<file path="src/rtl/key_pkg.sv">
// Shared constants and repeat-state encoding for the pushbutton conditioner.
package key_pkg;

  localparam int KC_DEBOUNCE_DEF = 4;
  localparam int KC_CNT_W_DEF    = 16;

  typedef enum logic [1:0] {
    RELEASED  = 2'd0,
    HELD      = 2'd1,
    REPEATING = 2'd2
  } rep_state_e;

endpackage

</file>
<file path="src/rtl/key_conditioner_if.sv">
// Key vector bundle between the board pins and the core.
interface key_conditioner_if #(
  parameter int N_KEYS = 2
);
  logic [N_KEYS-1:0] key_n_in;
  logic [N_KEYS-1:0] key_level;
  logic [N_KEYS-1:0] key_press;
  logic [N_KEYS-1:0] key_release;
  logic              any_active;

  modport master (
    output key_n_in,
    input  key_level, key_press, key_release, any_active
  );

  modport slave (
    input  key_n_in,
    output key_level, key_press, key_release, any_active
  );
endinterface

</file>
<file path="src/rtl/key_channel.sv">
// One key: two-flop synchroniser, debounce counter, auto-repeat FSM, registered pulses.
//   state     | meaning
//   RELEASED  | debounced level low, no repeat timing
//   HELD      | accepted press, counting toward first repeat
//   REPEATING | emitting a press pulse every REPEAT_PERIOD cycles
module key_channel
  import key_pkg::*;
#(
  parameter int DEBOUNCE_CYCLES = KC_DEBOUNCE_DEF,
  parameter int REPEAT_DELAY    = 0,
  parameter int REPEAT_PERIOD   = 8,
  parameter int CNT_W           = KC_CNT_W_DEF
) (
  input  logic clk,
  input  logic rst,
  input  logic key_n_i,
  output logic level_o,
  output logic press_o,
  output logic release_o
);

  localparam logic [CNT_W-1:0] DEB_LAST = CNT_W'(DEBOUNCE_CYCLES - 1);
  localparam logic [CNT_W-1:0] DLY_LAST = CNT_W'(REPEAT_DELAY - 1);
  localparam logic [CNT_W-1:0] PER_LAST = CNT_W'(REPEAT_PERIOD - 1);
  localparam logic [CNT_W-1:0] CNT_MAX  = '1;
  localparam logic [CNT_W-1:0] CNT_ONE  = CNT_W'(1);

  logic             s1_q, s2_q;
  logic             level_q, level_d;
  logic             press_q, press_d;
  logic             release_q, release_d;
  logic [CNT_W-1:0] dcnt_q, dcnt_d;
  logic [CNT_W-1:0] rcnt_q, rcnt_d;
  rep_state_e       state_q, state_d;
  logic             sample;
  logic             accept;

  always_ff @(posedge clk or posedge rst) begin
    if (rst) begin
      s1_q      <= 1'b1;
      s2_q      <= 1'b1;
      level_q   <= 1'b0;
      press_q   <= 1'b0;
      release_q <= 1'b0;
      dcnt_q    <= '0;
      rcnt_q    <= '0;
      state_q   <= RELEASED;
    end else begin
      s1_q      <= key_n_i;
      s2_q      <= s1_q;
      level_q   <= level_d;
      press_q   <= press_d;
      release_q <= release_d;
      dcnt_q    <= dcnt_d;
      rcnt_q    <= rcnt_d;
      state_q   <= state_d;
    end
  end

  always_comb begin
    sample    = ~s2_q;
    accept    = 1'b0;
    level_d   = level_q;
    dcnt_d    = dcnt_q;
    press_d   = 1'b0;
    release_d = 1'b0;
    rcnt_d    = rcnt_q;
    state_d   = state_q;

    if (sample == level_q) begin
      dcnt_d = '0;
    end else if (dcnt_q == DEB_LAST) begin
      accept  = 1'b1;
      level_d = sample;
      dcnt_d  = '0;
    end else if (dcnt_q != CNT_MAX) begin
      dcnt_d = dcnt_q + CNT_ONE;
    end

    press_d   = accept & sample;
    release_d = accept & ~sample;

    unique case (state_q)
      RELEASED: begin
        rcnt_d = '0;
        if (accept && sample) state_d = HELD;
      end
      HELD, REPEATING: begin
        // An accepted release wins over a repeat tick landing on the same edge.
        if (accept && !sample) begin
          state_d = RELEASED;
          rcnt_d  = '0;
        end else if (REPEAT_DELAY != 0) begin
          if (rcnt_q == ((state_q == HELD) ? DLY_LAST : PER_LAST)) begin
            press_d = 1'b1;
            state_d = REPEATING;
            rcnt_d  = '0;
          end else if (rcnt_q != CNT_MAX) begin
            rcnt_d = rcnt_q + CNT_ONE;
          end
        end
      end
      default: state_d = RELEASED;
    endcase
  end

  assign level_o   = level_q;
  assign press_o   = press_q;
  assign release_o = release_q;

endmodule

</file>
<file path="src/rtl/key_conditioner.sv">
// Pushbutton front end: N_KEYS independent conditioned channels plus an any-key flag.
module key_conditioner
  import key_pkg::*;
#(
  parameter int N_KEYS          = 2,
  parameter int DEBOUNCE_CYCLES = KC_DEBOUNCE_DEF,
  parameter int REPEAT_DELAY    = 0,
  parameter int REPEAT_PERIOD   = 8,
  parameter int CNT_W           = KC_CNT_W_DEF
) (
  input logic               clk,
  input logic               rst,
  key_conditioner_if.slave  kif
);

  logic [N_KEYS-1:0] level;
  logic [N_KEYS-1:0] press;
  logic [N_KEYS-1:0] rel;

  for (genvar i = 0; i < N_KEYS; i++) begin : g_ch
    key_channel #(
      .DEBOUNCE_CYCLES (DEBOUNCE_CYCLES),
      .REPEAT_DELAY    (REPEAT_DELAY),
      .REPEAT_PERIOD   (REPEAT_PERIOD),
      .CNT_W           (CNT_W)
    ) u_ch (
      .clk       (clk),
      .rst       (rst),
      .key_n_i   (kif.key_n_in[i]),
      .level_o   (level[i]),
      .press_o   (press[i]),
      .release_o (rel[i])
    );
  end

  assign kif.key_level   = level;
  assign kif.key_press   = press;
  assign kif.key_release = rel;
  assign kif.any_active  = |level;

endmodule

</file>
<file path="src/flat_wrapper.sv">
// flat-port wrapper written by rule: the top's interface ports become plain ports
module key_conditioner_flat import key_pkg::*;
#(
  parameter int N_KEYS          = 2,
  parameter int DEBOUNCE_CYCLES = KC_DEBOUNCE_DEF,
  parameter int REPEAT_DELAY    = 0,
  parameter int REPEAT_PERIOD   = 8,
  parameter int CNT_W           = KC_CNT_W_DEF
)
  (clk, rst, kif_key_n_in, kif_key_level, kif_key_press, kif_key_release, kif_any_active);
  key_conditioner_if #(.N_KEYS(N_KEYS)) kif_i ();
  input logic clk;
  input logic rst;
  input wire logic [$bits(kif_i.key_n_in)-1:0] kif_key_n_in;
  output wire logic [$bits(kif_i.key_level)-1:0] kif_key_level;
  output wire logic [$bits(kif_i.key_press)-1:0] kif_key_press;
  output wire logic [$bits(kif_i.key_release)-1:0] kif_key_release;
  output wire logic [$bits(kif_i.any_active)-1:0] kif_any_active;
  assign kif_i.key_n_in = kif_key_n_in;
  assign kif_key_level = kif_i.key_level;
  assign kif_key_press = kif_i.key_press;
  assign kif_key_release = kif_i.key_release;
  assign kif_any_active = kif_i.any_active;
  key_conditioner #(.N_KEYS(N_KEYS), .DEBOUNCE_CYCLES(DEBOUNCE_CYCLES), .REPEAT_DELAY(REPEAT_DELAY), .REPEAT_PERIOD(REPEAT_PERIOD), .CNT_W(CNT_W)) u_core (.clk(clk), .rst(rst), .kif(kif_i));
endmodule
</file>
<file path="config.mk">
export PLATFORM = sky130hd
export DESIGN_NAME = key_conditioner_flat
export DESIGN_NICKNAME = d
export VERILOG_FILES = /design/src/rtl/key_pkg.sv /design/src/rtl/key_conditioner_if.sv /design/src/rtl/key_channel.sv /design/src/rtl/key_conditioner.sv /design/src/flat_wrapper.sv
export SDC_FILE = /design/constraint.sdc
export NUM_CORES = 1
export LEC_CHECK = 0
export CORE_AREA = 2 2 60 90
export CTS_CLUSTER_DIAMETER = 30
export DETAILED_ROUTE_END_ITERATION = 8
export DIE_AREA = 0 0 62 92
export GPL_ROUTABILITY_DRIVEN = 1
export GPL_TIMING_DRIVEN = 0
export SYNTH_ARGS = -nofsm -noshare
export SYNTH_HDL_FRONTEND = slang
export SYNTH_SLANG_ARGS = --single-unit
</file>
<file path="constraint.sdc">
create_clock -name clk -period 3.9 [get_ports clk]
set_input_delay 0.585 -clock clk [delete_from_list [all_inputs] [get_ports clk]]
set_output_delay 0.585 -clock clk [all_outputs]
set_load 0.1 [all_outputs]
</file>
==> results of run 1 <==
==> cells by family (layout without fill, tap and decap cells) <==
kind of cell / count (synthesis) / after routing / share of synthesized area, %
and+or+nand+nor: 114 / 114 / 30.3
AOI/OAI and AO/OA: 44 / 44 / 11.9
muxes: 4 / 4 / 1.86
DFF: 42 / 42 / 49.0
buffers and inverters: 15 / 33 / 3.77
adders and majority gates: 2 / 2 / 1.16
xor gates and xnor gates: 5 / 5 / 2.03
==> layout by cell type, fill, tap and decap left out, types with 5 or more instances in the layout <==
master and count:
nand4_1 8, nor4_1 10, clkdlybuf4s50_1 10, or4_1 6
clkbuf_8 5, nor3_1 18, nand2_1 16, buf_4 6
a21oi_1 17, nor2_1 17, nand3_1 10, o21ai_0 13
o31ai_1 6, or3_1 11, dfrtp_1 38
==> worst max-delay path, cell delays in order, from the launching register on <==
cell,delay [ns]
dfrtp_1,0.44
or2_2,0.31
clkdlybuf4s50_1,0.97
==> cell usage after synthesis, drive strengths merged (7+ instances only) <==
library cell and instances:
or4 7, nor2 17, dfrtp 38, or3 11
o21ai 13, buf 8, nand3 11, nor3 18
nor4 11, a21oi 17, nand4 9, nand2 16
==> stage by stage <==
step	hold slack [ns]	power, mW
after floorplan	0.345	0.809
after global placement	0.345	0.903
after detailed placement	0.349	0.903
after CTS	0.354	1.24
after global routing	0.355	1.29
final	0.354	1.23
==> how the worst min path moves through the flow <==
stage / from / to / slack (ns)
floorplan: u_core.g_ch[0].u_ch.s1_q / u_core.g_ch[0].u_ch.s2_q / 0.35
global placement: u_core.g_ch[1].u_ch.s1_q / u_core.g_ch[1].u_ch.s2_q / 0.35
detailed placement: u_core.g_ch[1].u_ch.s1_q / u_core.g_ch[1].u_ch.s2_q / 0.35
CTS: u_core.g_ch[1].u_ch.s1_q / u_core.g_ch[1].u_ch.s2_q / 0.35
global route: u_core.g_ch[1].u_ch.s1_q / u_core.g_ch[1].u_ch.s2_q / 0.35
finish: u_core.g_ch[1].u_ch.s1_q / u_core.g_ch[1].u_ch.s2_q / 0.35
==> per-layer routing <==
layer,up-vias,GRT usage (%)
li1,882,-
met1,853,20.4
met2,35,31.2
met3,9,2.96
met4,0,6.03
met5,-,0
==> registers in the layout, summed over array words and instances, names as in the netlist <==
name                        flops
u_core.g_ch.u_ch.dcnt_q        32
u_core.g_ch.u_ch.level_o        2
u_core.g_ch.u_ch.s1_q           2
u_core.g_ch.u_ch.press_o        2
u_core.g_ch.u_ch.s2_q           2
u_core.g_ch.u_ch.release_o      2
==> final cells by class <==
type,count,area [um^2]
fillers,488,2560
multi-input cells,169,1020
repair buffers,10,100
inverters,5,18.8
flip-flops and latches,42,1060
clock buffers,7,76.3
plain buffers,10,62.6
clock inverters,1,30.0
well taps,68,85.1
==> power by group through the flow <==
stage | Sequential, mW | Combinational, mW | Clock, mW
finish | 0.512 | 0.379 | 0.337
global route | 0.519 | 0.404 | 0.370
CTS | 0.512 | 0.384 | 0.347
detailed placement | 0.521 | 0.382 | 0
global placement | 0.520 | 0.383 | 0
floorplan | 0.511 | 0.298 | 0
==> results.toml, run 1 <==
[setup_path]
cp-end-kind = "output pin"
cp_data_arrival_time_ns = 2.00
worst_setup_path_startpoint = "u_core.g_ch[0].u_ch.level_o"
r2r_slack_ns = 1.68
rr_worst_depth = 6
r2r_end = "u_core.g_ch[1].u_ch.dcnt_q[8]"
r2r_start = "u_core.g_ch[1].u_ch.dcnt_q[0]"
crit_path_start_kind = "register"
crit_end = "kif_any_active"
cp_max_fo = 6
cp.required_ns = 3.31
worstSetupPathType = "register to output pin"

[grt]
grt_max_degree = 43
overflow = 0
grt_usage_pct = 17.7
grt_first_pass_wirelength_um = 7730
antenna_found_initial = 0
grt_pass1_vias = 1694

[drt]
finalWirelength_um = 4520
drt_first_pass_iters = 4
wl_met2_um = 2480
drt_iter0_drc = 113
route.detailed.drc = 0
wl_met3_um = 118
wl_met1_um = 1820
vias_per_cell = 5.70
wl_per_cell_um = 14.5
ant_nets = 0
routed.top_layer = "met4"
vias = 1779

[place]
pre_cts_slack_ns = 1.62
place_area_um2 = 2340
portBuffers = 10
placed_cells = 304
place_hpwl_um = 3240
routabilityCongestion = 0.845

[yosys]
syn_nets = 232
synth-main-ff-cell = "dfrtp_1"
yosysWarnings = 0
synth_area_leaders = "dfrtp_1 44%, dfstp_2 4.9%, nor3_1 4.2%"
netlist_instances = 226
synth_top_area_share_pct = 44.1
yosysSeqAreaShare_pct = 49.0
avgSynthCellArea_um2 = 9.53
synth_edf_count = 0
async_flop_share_pct = 100
synth_area_um2 = 2150
ys_seq_elements = 42
synth_cell_type_count = 38
synth_top_cell_by_area = "dfrtp_1"

[worst_hold_path]
worstHoldPathType = "register to register"
hold_depth = 0

[finish]
drive_gt1_share_pct = 10.7
fin_cells = 312
final_core_util_pct = 48.9
syn2layout_area_growth_pct = 13.5
nets = 249
fin_area_um2 = 2450
diodes = 0

[floorplan]
die_w_um = 62
row_count = 32
start_util_pct = 43.0
die_area_um2 = 5700
core_um2 = 5000
die_height_um = 92
ios = 11

[clock_network]
cts-root-buf = "clkbuf_8"
cts_sinks = 42
hold_buffers = 0
cts_made_buffers = 5
clkTransAtPathRegs_ns = 0.08
cts.path.max_buffers = 2
htree_levels = 2
clk_latency_ns = 0.29
cts_setup_buffers = 0
cts_tree = "done"
cts_resized = 0

[power_and_ir_drop]
pwr-share-clk_pct = 27.4
p_seq_share_pct = 41.7
leakage_nw = 0.924
power_frac_comb_pct = 30.9
p_per_area_nw_per_um2 = 502
sw_frac_of_total_pct = 37.2
p_int_uw = 770
p_sw_uw = 457
peakVddDrop_v = 0.000275

[timing]
worst_slew_pin_slew_ns = 0.971
setup_violations = 0
fmax_ghz = 0.386
report.final.slew_viol_count = 0
fin_ws_ns = 1.31
rsz0062_at_grt = "false"
finalSetupTns_ns = 0
slew_headroom_pct = 35.1
fin_crit_ns = 2.59
finalCritPeriodShare_pct = 66.3
hold_viol_final = 0
skew_ns = 0.00622

[run_status]
run_status = "finished clean"

[run]
maxCapViolCount = 0
Power figures use the tool's default switching activity.
==> run 2, diff against run 1 <==
==> constraint.sdc (replaced) <==
create_clock -name clk -period 2.2 [get_ports clk]
set_input_delay 0.33 -clock clk [delete_from_list [all_inputs] [get_ports clk]]
set_output_delay 0.33 -clock clk [all_outputs]
set_load 0.1 [all_outputs]
==> run 2 against run 1 <==
Compared with the run above:
- clock power grew 77%
- core utilization is 0.30 points higher
- sequential share of layout area down 0.26 points
- critical path type unchanged
- global-route usage hardly changed
- highest routed layer unchanged
- sequential power increased by 77%
- die area did not move
==> results.toml, run 2 (synthesis gave the netlist of run 1 again) <==
[run_status]
run_status = "finished clean"

[worst_hold_path]
min_to = "u_core.g_ch[1].u_ch.s2_q"
worstHoldPathType = "register to register"
hold_depth = 0
min-delay-start = "u_core.g_ch[1].u_ch.s1_q"

[setup_path]
worstSetupPathType = "register to output pin"
crit_path_start_kind = "register"
r2r_end = "u_core.g_ch[0].u_ch.dcnt_q[14]"
r2r_slack_ns = 0.16
cp_max_fo = 1
r2r_start = "u_core.g_ch[0].u_ch.dcnt_q[0]"
cp_data_arrival_time_ns = 1.82
rr_worst_depth = 5
worst_setup_path_startpoint = "u_core.g_ch[1].u_ch.release_o"
cp.required_ns = 1.87
cp-end-kind = "output pin"

[clock_network]
hold_buffers = 0
cts_setup_buffers = 0
cts_resized = 5
htree_levels = 2
cts-root-buf = "clkbuf_8"
clkTransAtPathRegs_ns = 0.08
cts_made_buffers = 5
cts_tree = "done"
cts_sinks = 42
cts.path.max_buffers = 2
clk_latency_ns = 0.28

[place]
portBuffers = 10
place_hpwl_um = 3240
place_area_um2 = 2340
routabilityCongestion = 0.845

[drt]
route.detailed.drc = 0
finalWirelength_um = 4520
drt_iter0_drc = 106
vias_per_cell = 5.67
wl_per_cell_um = 14.5
ant_nets = 0
vias = 1770
drt_first_pass_iters = 4

[power_and_ir_drop]
p_per_area_nw_per_um2 = 876
peakVddDrop_v = 0.000493
leakage_nw = 0.990

[floorplan]
die_height_um = 92
die_area_um2 = 5700
start_util_pct = 43.0
core_um2 = 5000
die_w_um = 62
ios = 11
row_count = 32

[finish]
syn2layout_area_growth_pct = 14.2
nets = 249
fin_area_um2 = 2460
drive_gt1_share_pct = 12.3
largest_reg_flops = 32
layout_common_cells = "38 x dfrtp_1, 18 x nor3_1, 17 x nor2_1, 17 x a21oi_1, 16 x nand2_1"
regMostFlops = "u_core.g_ch.u_ch.dcnt_q"
diodes = 0
multi_input_area_um2 = 1030
regArea_um2 = 1060
final.fill_count = 494
final_common_cell = "dfrtp_1"

[timing]
finalCritPeriodShare_pct = 97.9
skew_ns = 0.00622
hold_viol_final = 0
fin_crit_ns = 2.15
worst_slew_pin_slew_ns = 0.972
whs_ns = 0.353
fmax_ghz = 0.464
report.final.slew_viol_count = 0
slew_headroom_pct = 35.1
setup_violations = 0

[grt]
overflow = 0
grt_first_pass_wirelength_um = 7710
grt_max_degree = 43
grt_usage_pct = 17.6
antenna_found_initial = 0
grt_pass1_vias = 1682

[run]
maxCapViolCount = 0
[run 2: cell types whose count changed in the layout (fill, tap and decap cells not counted)]
| cell | before | now |
|---|---|---|
| ha_2 | 0 | 1 |
| dlymetal6s2s_1 | 0 | 3 |
| ha_1 | 2 | 1 |
| dlygate4sd2_1 | 0 | 3 |
| clkbuf_2 | 0 | 2 |
| nor4_1 | 10 | 9 |
| clkdlybuf4s50_1 | 10 | 4 |
| nor4_2 | 1 | 2 |
| clkbuf_1 | 4 | 2 |
[run 2: final cells by class]
class | instances | share of cell area (%)
Clock inverter | 1 | 1.22
Tap cell | 68 | 3.46
Buffer | 10 | 2.64
Timing Repair Buffer | 10 | 4.22
Inverter | 5 | 0.763
Multi-Input combinational cell | 169 | 41.7
Sequential cell | 42 | 42.9
Clock buffer | 7 | 3.10
[run 2: metrics by stage]
| stage | power (mW) | util, % | instances | setup WS [ns] | TNS (ns) |
|---|---|---|---|---|---|
| 2_1_floorplan | 1.43 | - | 226 | 0.363 | 0 |
| 3_3_place_gp | 1.60 | 46.8 | 304 | -0.0607 | -1.08 |
| 3_5_place_dp | 1.60 | 46.8 | 304 | -0.0261 | -0.122 |
| 4_1_cts | 2.19 | 48.9 | 312 | 0.0187 | 0 |
| 5_1_grt | 2.28 | 49.2 | 312 | -0.00406 | -0.00406 |
| 6_report | 2.16 | 49.2 | 312 | 0.0454 | 0 |
[run 2: worst max-delay path: stages (launching register included)]
cell and delay (ns):
dfrtp_1 0.33, buf_4 0.09, clkdlybuf4s50_1 1.11
[run 2: layer usage]
layer,vias up,routed length [um],GRT usage [%]
met5,-,0,0
met4,0,38,6.03
met3,4,64,2.96
met2,20,2570,31.0
met1,862,1840,20.5
li1,884,-,-
[run 2: power breakdown]
group	switching, mW	internal [mW]
clock	0.257	0.340
sequential	0.0690	0.838
combinational	0.478	0.174
[run 2: worst max path at each step]
stage | endpoint | cells past startpoint
floorplan | u_core.g_ch[0].u_ch.dcnt_q[14] | 5
global placement | u_core.g_ch[0].u_ch.dcnt_q[2] | 6
detailed placement | u_core.g_ch[0].u_ch.dcnt_q[15] | 6
CTS | kif_key_press[0] | 2
global route | kif_key_release[1] | 2
finish | kif_key_release[1] | 2
